<file path="config.mk">
export PLATFORM = sky130hd
export DESIGN_NAME = branch_fetch_ctrl
export DESIGN_NICKNAME = d
export VERILOG_FILES = /design/src/rtl/branch_fetch_ctrl.sv
export SDC_FILE = /design/constraint.sdc
export NUM_CORES = 1
export LEC_CHECK = 0
export CAP_MARGIN = 20
export CORE_MARGIN = 8
export CORE_UTILIZATION = 33
export DETAILED_ROUTE_END_ITERATION = 10
export DONT_BUFFER_PORTS = 1
export SETUP_SLACK_MARGIN = 0.5
export SYNTH_ARGS = -nofsm -noshare
export SYNTH_HDL_FRONTEND = slang
export SYNTH_SLANG_ARGS = --single-unit
export TNS_END_PERCENT = 50
</file>
<file path="constraint.sdc">
create_clock -name clk -period 6.35 [get_ports clk]
set_clock_uncertainty 0.2 [all_clocks]
set_input_delay 1.5875 -clock clk [delete_from_list [all_inputs] [get_ports clk]]
set_output_delay 1.5875 -clock clk [all_outputs]
set_load 0.005 [all_outputs]
</file>
<file path="src/rtl/branch_fetch_ctrl.sv">
// Branch/fetch sequencer for an N-wide front end: lane masking, 2-bit BHT
// prediction, redirect/squash steering, late resolution and HALT capture.
module branch_fetch_ctrl #(
  parameter int PC_W      = 9,
  parameter int LANES     = 2,
  parameter int BHT_DEPTH = 16,
  parameter int FETCH_LAT = 1
) (
  input  logic                  clk,
  input  logic                  rst,
  input  logic                  fetch_en,
  input  logic [16*LANES-1:0]   ir_in,
  output logic [PC_W-1:0]       pc_out,
  output logic [LANES-1:0]      lane_valid_out,
  output logic [LANES-1:0]      lane_pred_out,
  input  logic                  resolve_valid,
  input  logic [PC_W-1:0]       resolve_pc,
  input  logic                  resolve_taken,
  input  logic                  resolve_mispredict,
  input  logic [PC_W-1:0]       resolve_target,
  output logic                  halted,
  output logic [7:0]            halt_addr
);

  localparam int OFF_W = (LANES > 1) ? $clog2(LANES) : 1;
  localparam int BHT_W = $clog2(BHT_DEPTH);
  localparam logic [PC_W-1:0] OFF_MASK = PC_W'(LANES - 1);

  typedef enum logic {ST_RUN, ST_HALTED} state_e;

  state_e           state_q, state_d;
  logic [PC_W-1:0]  pc_q, pc_d;
  logic [PC_W-1:0]  gp_q [FETCH_LAT];
  logic [OFF_W-1:0] entry_q, entry_d;
  logic [2:0]       squash_q, squash_d;
  logic [7:0]       halt_addr_q, halt_addr_d;
  logic [1:0]       bht_q [BHT_DEPTH];

  logic [PC_W-1:0]  group_pc;
  logic             gp_adv;

  // Per-lane decode temporaries and terminator summary.
  logic [PC_W-1:0]  lpc;
  logic [2:0]       opcode, cond;
  logic             is_br, is_halt, br_taken, eligible;
  logic             found, term_halt;
  logic [PC_W-1:0]  term_target, term_pc;
  logic [LANES-1:0] valid, pred;

  logic [BHT_W-1:0] res_idx;
  logic [1:0]       res_cur, res_nxt;
  logic             unused_fields;

  assign group_pc = gp_q[FETCH_LAT-1];

  // NOTE: every variable gets a default at the top of always_comb so no path
  // leaves it unassigned, which would otherwise infer a latch.
  always_comb begin
    found       = 1'b0;
    term_halt   = 1'b0;
    term_target = '0;
    term_pc     = '0;
    valid       = '0;
    pred        = '0;
    lpc         = '0;
    opcode      = '0;
    cond        = '0;
    is_br       = 1'b0;
    is_halt     = 1'b0;
    br_taken    = 1'b0;
    eligible    = 1'b0;
    for (int k = 0; k < LANES; k++) begin
      lpc      = group_pc + PC_W'(k);
      opcode   = ir_in[16*k+13 +: 3];
      cond     = ir_in[16*k+8 +: 3];
      is_br    = (opcode == 3'b001) && (cond <= 3'd4);
      is_halt  = (opcode == 3'b111);
      br_taken = is_br && ((cond == 3'd0) || bht_q[lpc[BHT_W-1:0]][1]);
      eligible = (state_q == ST_RUN) && (squash_q == 3'd0) && (k >= int'(entry_q));
      if (eligible && !found) begin
        valid[k] = 1'b1;
        pred[k]  = br_taken;
        if (br_taken || is_halt) begin
          found       = 1'b1;
          term_halt   = is_halt;
          term_pc     = lpc;
          term_target = lpc + PC_W'(1) + PC_W'($signed(ir_in[16*k +: 8]));
        end
      end
    end
  end

  always_comb begin
    unused_fields = ^resolve_pc;
    for (int k = 0; k < LANES; k++) unused_fields = unused_fields ^ (^ir_in[16*k+11 +: 2]);
  end

  always_comb begin
    state_d     = state_q;
    pc_d        = pc_q;
    entry_d     = entry_q;
    squash_d    = squash_q;
    halt_addr_d = halt_addr_q;
    gp_adv      = 1'b0;
    if (state_q == ST_RUN) begin
      gp_adv = fetch_en;
      // A late mispredict outranks anything the fetch stage wants this cycle.
      if (resolve_mispredict) begin
        pc_d     = resolve_target & ~OFF_MASK;
        entry_d  = OFF_W'(resolve_target & OFF_MASK);
        squash_d = 3'(FETCH_LAT);
      end else if (fetch_en) begin
        if (found && term_halt) begin
          state_d     = ST_HALTED;
          halt_addr_d = 8'(32'(term_pc) + 32'd1);
          gp_adv      = 1'b0;
        end else if (found) begin
          pc_d     = term_target & ~OFF_MASK;
          entry_d  = OFF_W'(term_target & OFF_MASK);
          squash_d = 3'(FETCH_LAT);
        end else begin
          pc_d = pc_q + PC_W'(LANES);
          if (squash_q != 3'd0) squash_d = squash_q - 3'd1;
          else                  entry_d  = '0;
        end
      end
    end
  end

  always_comb begin
    res_idx = resolve_pc[BHT_W-1:0];
    res_cur = bht_q[res_idx];
    res_nxt = res_cur;
    if (resolve_taken && res_cur != 2'b11)       res_nxt = res_cur + 2'b01;
    else if (!resolve_taken && res_cur != 2'b00) res_nxt = res_cur - 2'b01;
  end

  // NOTE: sequential state uses non-blocking assignments only, so every
  // register samples pre-edge values regardless of statement order.
  always_ff @(posedge clk or negedge rst) begin
    if (!rst) begin
      state_q     <= ST_RUN;
      pc_q        <= '0;
      entry_q     <= '0;
      squash_q    <= '0;
      halt_addr_q <= '0;
      for (int i = 0; i < FETCH_LAT; i++) gp_q[i] <= '0;
    end else begin
      state_q     <= state_d;
      pc_q        <= pc_d;
      entry_q     <= entry_d;
      squash_q    <= squash_d;
      halt_addr_q <= halt_addr_d;
      if (gp_adv) begin
        gp_q[0] <= pc_q;
        for (int i = 1; i < FETCH_LAT; i++) gp_q[i] <= gp_q[i-1];
      end
    end
  end

  // NOTE: the BHT is a small flop array that must come up weakly not-taken,
  // so it is reset like any other register rather than left uninitialised.
  always_ff @(posedge clk or negedge rst) begin
    if (!rst) begin
      for (int i = 0; i < BHT_DEPTH; i++) bht_q[i] <= 2'b01;
    end else if (resolve_valid) begin
      bht_q[res_idx] <= res_nxt;
    end
  end

  assign pc_out         = pc_q;
  assign lane_valid_out = rst ? valid : '0;
  assign lane_pred_out  = rst ? pred  : '0;
  assign halted         = (state_q == ST_HALTED);
  assign halt_addr      = halt_addr_q;

endmodule

</file>
==> summary.md <==
| Metric | Value |
|---|---|
| H-tree levels | `3` |
| Synth Cell Area | `4260 um^2` |
| Initial core utilization | `33.7%` |
| Status | `finished clean` |
| Clock buffer depth | `2` |
| CP max-delay cell | `a311oi_4` |
| Worst-Margin Slew | `1010 ps` |
| Main synth FF type | `dfrtp_1` |
| Hold WC Path Type | `reg2reg` |
| R2R setup slack | `3000 ps` |
| Final core occ | `37.0%` |
| CP Max Fanout | `11` |
| Register area share after synthesis | `36.3%` |
| Grt peak-use layer | `met2` |
| Antenna viol nets, final | `0` |
| M3 GR Usage | `4.44%` |
| Largest net degree at the start of global routing | `64` |
| CP max stage delay | `550 ps` |
| ANT cells | `0` |
| Die X | `130 um` |
| I/O Pins | `78` |
| Antenna violations before repair | `0` |
| Die area | `16800 um^2` |
| Worst r2r src | `gp_q[1]` |
| Nets | `480` |
| DR vias | `3104` |
| CP Class | `in2out` |
| Wire length of the first global-routing pass | `17700 um` |
| Maximum clock rate | `0.201 GHz` |
| Met2 Resource Use GR | `24.8%` |
| Synth top area cells | `dfrtp_1 (26%), dfstp_2 (9.9%), mux2_2 (9.3%), mux4_2 (6.3%), ha_1 (5.9%)` |
| Layout cell share with drive strength beyond 1 | `23.3%` |
| Syn Area/Cell | `10.4 um^2` |
| Leak | `1.88 nW` |
| DR iter-0 viols | `202` |
| Drc violations | `0` |
| DIE HEIGHT | `130 um` |
| Final Power | `2.27 mW` |
| Cells on Worst Hold Path | `1` |
| Max IR drop VDD | `0.171 mV` |
| Resize count post-CTS | `0` |
| Vias in the first global route | `3294` |
| RSZ-0062 raised after global routing | `no` |
| Clk slew on worst S/H paths | `50 ps` |
| Clock Sinks | `61` |
| Mapped Cells | `409` |
| Final Slew Violations | `0` |
| CTS root buf | `clkbuf_16` |
| Relative slew slack | `32.3%` |
| Synth Register Bits | `61` |
| Distinct cells, synth | `60` |
| Period utilization | `78.4%` |
| PortBufs | `0` |
| Final setup fails | `0` |
| DPL Wire Length | `8620 um` |
| Hold EP | `squash_q[0]` |
| Clock buffer count from CTS | `9` |
| Cts hold-fix bufs | `0` |
| Clk Latency, worst-skew pair | `320 ps` |
| Grt total ovfl | `0` |
| Post-Route Setup TNS | `0 ps` |
| Vias per inst | `5.36` |
| Critical Path Start Type | `primary input` |
| Max-Cap Viols | `0` |
| Worst Reg2Reg Path Length in Cells | `9` |
| WP data required | `4560 ps` |
| Final Hold Violating Endpoints | `0` |
| Met1 GRT Util | `15.0%` |
| Post-synth top area share | `26.4%` |
| Yosys Warn Count | `0` |
| Async SR Flop Fraction | `100%` |
| Num rows | `41` |
| Number of enable flip-flop cells after synthesis | `0` |
| Core ar. | `12600 um^2` |
| Per-cell routed wire length | `19.4 um` |
| CTS tree | `yes` |
| Final instance area | `4670 um^2` |
| Largest area contributor in the netlist | `dfrtp_1` |
| # Post-CTS Setup Buffers | `0` |
| Min Hold Slack | `279 ps` |
| Area Growth Syn to Fin | `9.69%` |
| RePlAce Congestion | `0.772` |
| Pwr dens | `486 nW/um^2` |
| Cell Area, Placed | `4370 um^2` |
| Reg2reg end | `halt_addr[6]` |
| Hold path startpoint | `squash_q[0]` |
| Tmin final | `4980 ps` |
| Routed WL | `11200 um` |
| Worst-path cell chain | `nor3_1 -> a31oi_1 -> a311oi_4 -> o21a_1 -> a2111oi_0` |
| GR Util All Layers | `13.8%` |
| Worst path arrival time | `3190 ps` |
| DRT Pass-1 Iters | `4` |
| CP Capture Type | `output pin` |
cell usage after synthesis (all sizes together), types with 4 or more instances:
cell	n
dfrtp	45
and3	5
o31ai	8
nand3b	6
a21o	4
nand3	8
dfstp	16
clkbuf	8
inv	14
nor3	6
o21ai	23
nor3b	4
xnor2	16
ha	20
nand2b	13
nor2	36
o21a	5
mux2	43
a31oi	7
xor2	8
mux4	12
nand2	33
a21oi	13
buf	13
state kept, by name, indices dropped and copies added, names as in the netlist:
name,flops
gp_q,8
squash_q,3
pc_out,8
entry_q,1
bht_q,32
halted,1
halt_addr,8
worst max-delay path, delay by kind of cell:
family,cells,cell delay (ps)
compound gates,4,1400
simple gates,1,210
cells in the final DEF (no fill, tap or decap), drive strengths merged, types with 6 or more instances in the layout:
master and count:
a31oi 7, inv 14, nor2 36, nand3 8, o21ai 23, ha 20, xnor2 16, nand2b 13
nand2 33, nor3 6, clkbuf 13, mux2 43, xor2 8, dfstp 16, a21oi 13, dfrtp 45
nand3b 6, mux4 12, o31ai 8
cell type report:
class                           instances  area, um^2
Clock buffer                           13         282
Sequential cell                        61        1550
Fill cell                            1270        7950
Inverter                               14        52.6
Clock inverter                          3        17.5
Tap cell                              172         215
Multi-Input combinational cell        314        2540
Timing Repair Buffer                    2        15.0
report_power, final:
group / total (mW) / switching [mW] / internal (mW) / leakage, nW
clock network: 0.482 / 0.175 / 0.308 / 0.147
logic: 0.968 / 0.467 / 0.500 / 1.02
registers: 0.820 / 0.216 / 0.604 / 0.717
layer usage:
metal	up-vias	part of all wire [%]
met3	12	6.8
met5	-	0
met1	1532	40
met4	0	2.1
met2	79	51
li1	1481	-
metrics by stage:
stage | instances | setup slack (ps)
6_report | 579 | 1370
3_3_place_gp | 563 | 1390
3_5_place_dp | 563 | 1360
5_1_grt | 579 | 1270
2_1_floorplan | 410 | 1700
4_1_cts | 579 | 1360
cells by family (layout without fill, tap and decap cells):
group                      Yosys count  count (layout)  synth area share [%]
and+or+nand+nor                    123             123                  14.5
buffers and inverters               35              32                  4.05
muxes                               58              58                  18.9
xor gates and xnor gates            24              24                  4.94
DFF                                 61              61                  36.3
other                                1               2                0.0880
AOI/OAI and AO/OA                   85              85                  14.4
adders and majority gates           22              22                  6.82
how the worst max path moves through the flow:
stage                   from  slack, ps  depth (start not counted)                to
floorplan           ir_in[9]       1700                          6  lane_pred_out[1]
global placement    ir_in[9]       1390                          5  lane_pred_out[1]
detailed placement  ir_in[9]       1360                          5  lane_pred_out[1]
CTS                 ir_in[9]       1360                          5  lane_pred_out[1]
global route        ir_in[9]       1270                          5  lane_pred_out[1]
finish              ir_in[9]       1370                          5  lane_pred_out[1]
Power figures use the tool's default switching activity.
==> RTL change (same flow settings) <==
`LANES`: 2 -> 8.
--- a/src/rtl/branch_fetch_ctrl.sv
+++ b/src/rtl/branch_fetch_ctrl.sv
@@ -2,7 +2,7 @@
 // prediction, redirect/squash steering, late resolution and HALT capture.
 module branch_fetch_ctrl #(
   parameter int PC_W      = 9,
-  parameter int LANES     = 2,
+  parameter int LANES     = 8,
   parameter int BHT_DEPTH = 16,
   parameter int FETCH_LAT = 1
 ) (
Interface: changed (resized ir_in, lane_pred_out and lane_valid_out); port bits go from 78 to 186. The function was not compared with the original's and may differ.
==> RTL change against the unedited design <==
  * Routed wire length rose by 83%
  * Sequential power is 1% higher
  * Critical path type unchanged
  * Global-route usage is 3.0 points higher
  * Area after synthesis grew 49%
  * Via count up 78%
  * Cell count up 66%
  * Largest cell class unchanged
  * Worst setup slack got worse by 0.58 ns
  * Critical endpoint is now lane_valid_out[7]
  * Design area increased by 47%
  * Sequential cell count decreased by 2
  * Power rose by 30%
  * Clock power increased by 2%
  * Sequential share of layout area fell by 11 points
  * Core utilization is 0.41 points lower
==> RTL change: results (changes against the unedited design) <==
Outcome
  • Status: finished clean (unchanged)

Yosys
  • Mux share of post-synthesis cell area: 0.126 (was 0.189)
  • Adder-Cell Fraction of Synth Area: 0.109 (was 0.0682)
  • Mean post-synth cell area: 8.74 um2 (was 10.4 um2)
  • Commonest cells post-synth: 55 x ha_1, 54 x a21oi_1, 51 x nand2_1 (was 45 x dfrtp_1, 35 x mux2_2, 35 x nor2_1)
  • Sequential area share after synthesis: 0.237 (was 0.363)
  • Xor and xnor area share after synthesis: 0.0900 (was 0.0494)
  • Synth area leaders: dfrtp_1 17%, ha_1 11%, mux2_2 6.8% (was dfrtp_1 26%, dfstp_2 9.9%, mux2_2 9.3%)

Route
  • Vias per inst: 5.77 (was 5.36)
  • Drt initial violations: 300 (was 202)
  • Met3 routed WL: 1930 um (was 767 um)
  • WL met1: 9020 um (was 4530 um)

GRT
  • Met2 global-route usage: 0.266 (was 0.248)
  • First-pass GRT wire length: 31200 um (was 17700 um)
  • Largest net degree at the start of global routing: 68 (was 64)
  • Global Route Usage Sum: 0.168 (was 0.138)
  • GR Util met3: 0.0546 (was 0.0444)

Critical path
  • Worst-path maximum fanout: 8 (was 11)
  • CP arrival: 3.77 ns (was 3.19 ns)
  • Worst R2R Setup Slack: 2.05 ns (was 3.00 ns)
  • Crit path capture: lane_valid_out[7] (was lane_pred_out[1])
  • Crit. Startpoint: ir_in[41] (was ir_in[9])
  • Crit-path slowest cell: a2111oi_2 (was a311oi_4)
  • CP max stage delay: 0.47 ns (was 0.55 ns)
  • Worst reg2reg path endpoint: entry_q[0]$_DFFE_PN0P_ (was halt_addr[6]$_DFFE_PN0P_)
  • Reg2Reg Launch Point: gp_q[3]$_DFFE_PN0P_ (was gp_q[1]$_DFFE_PN0P_)
  • Critical path depth: 7 (was 5)

Placement
  • Detailed Place HPWL: 16900 um (was 8620 um)
  • DP Area: 6550 um2 (was 4370 um2)
  • Placed cells: 940 (was 563)
  • Dpl ws: 0.756 ns (was 1.36 ns)

Timing
  • Max-Slew Margin vs Limit: 0.374 (was 0.323)
  • Hold slack final: 0.298 ns (was 0.279 ns)

Finish
  • Layout cell share with drive strength beyond 1: 0.145 (was 0.233)

Hold path
  • Hold Crit Start: squash_q[1]$_DFFE_PN0P_ (was squash_q[0]$_DFFE_PN0P_)
  • Hold EP: squash_q[1]$_DFFE_PN0P_ (was squash_q[0]$_DFFE_PN0P_)

Power and ir drop
  • Switching Power: 0.00126 W (was 0.000858 W)
  • Pleak: 2.82 nW (was 1.88 nW)
[RTL change: cell count changes after synthesis, moves of 16 or more]
cell	delta
ha_1	+35
o21ai_0	+24
xnor2_1	+19
xor2_1	+22
a21oi_1	+41
nand2_1	+18
nor3_1	+16
[RTL change: stage by stage]
stage	util	total power, W
floorplan	-	0.00208
global placement	0.349	0.00242
detailed placement	0.349	0.00244
CTS	0.365	0.00295
global route	0.366	0.00319
finish	0.366	0.00294
[RTL change: power groups by stage]
stage | Clock [W] | Sequential [W] | Combinational [W]
after floorplan | 0 | 0.000698 | 0.00139
after CTS | 0.000500 | 0.000832 | 0.00161
final | 0.000493 | 0.000829 | 0.00162
after global placement | 0 | 0.000834 | 0.00159
after detailed placement | 0 | 0.000836 | 0.00160
after global routing | 0.000518 | 0.000866 | 0.00180
[RTL change: final cells by class]
class,instances,area (um2)
tap,234,293
sequential,59,1500
timing repair buffer,6,45.0
antenna,2,5.00
fill,1963,11900
multi-input combinational,617,4630
inverter,25,93.8
clock inverter,6,65.1
clock buffer,10,239
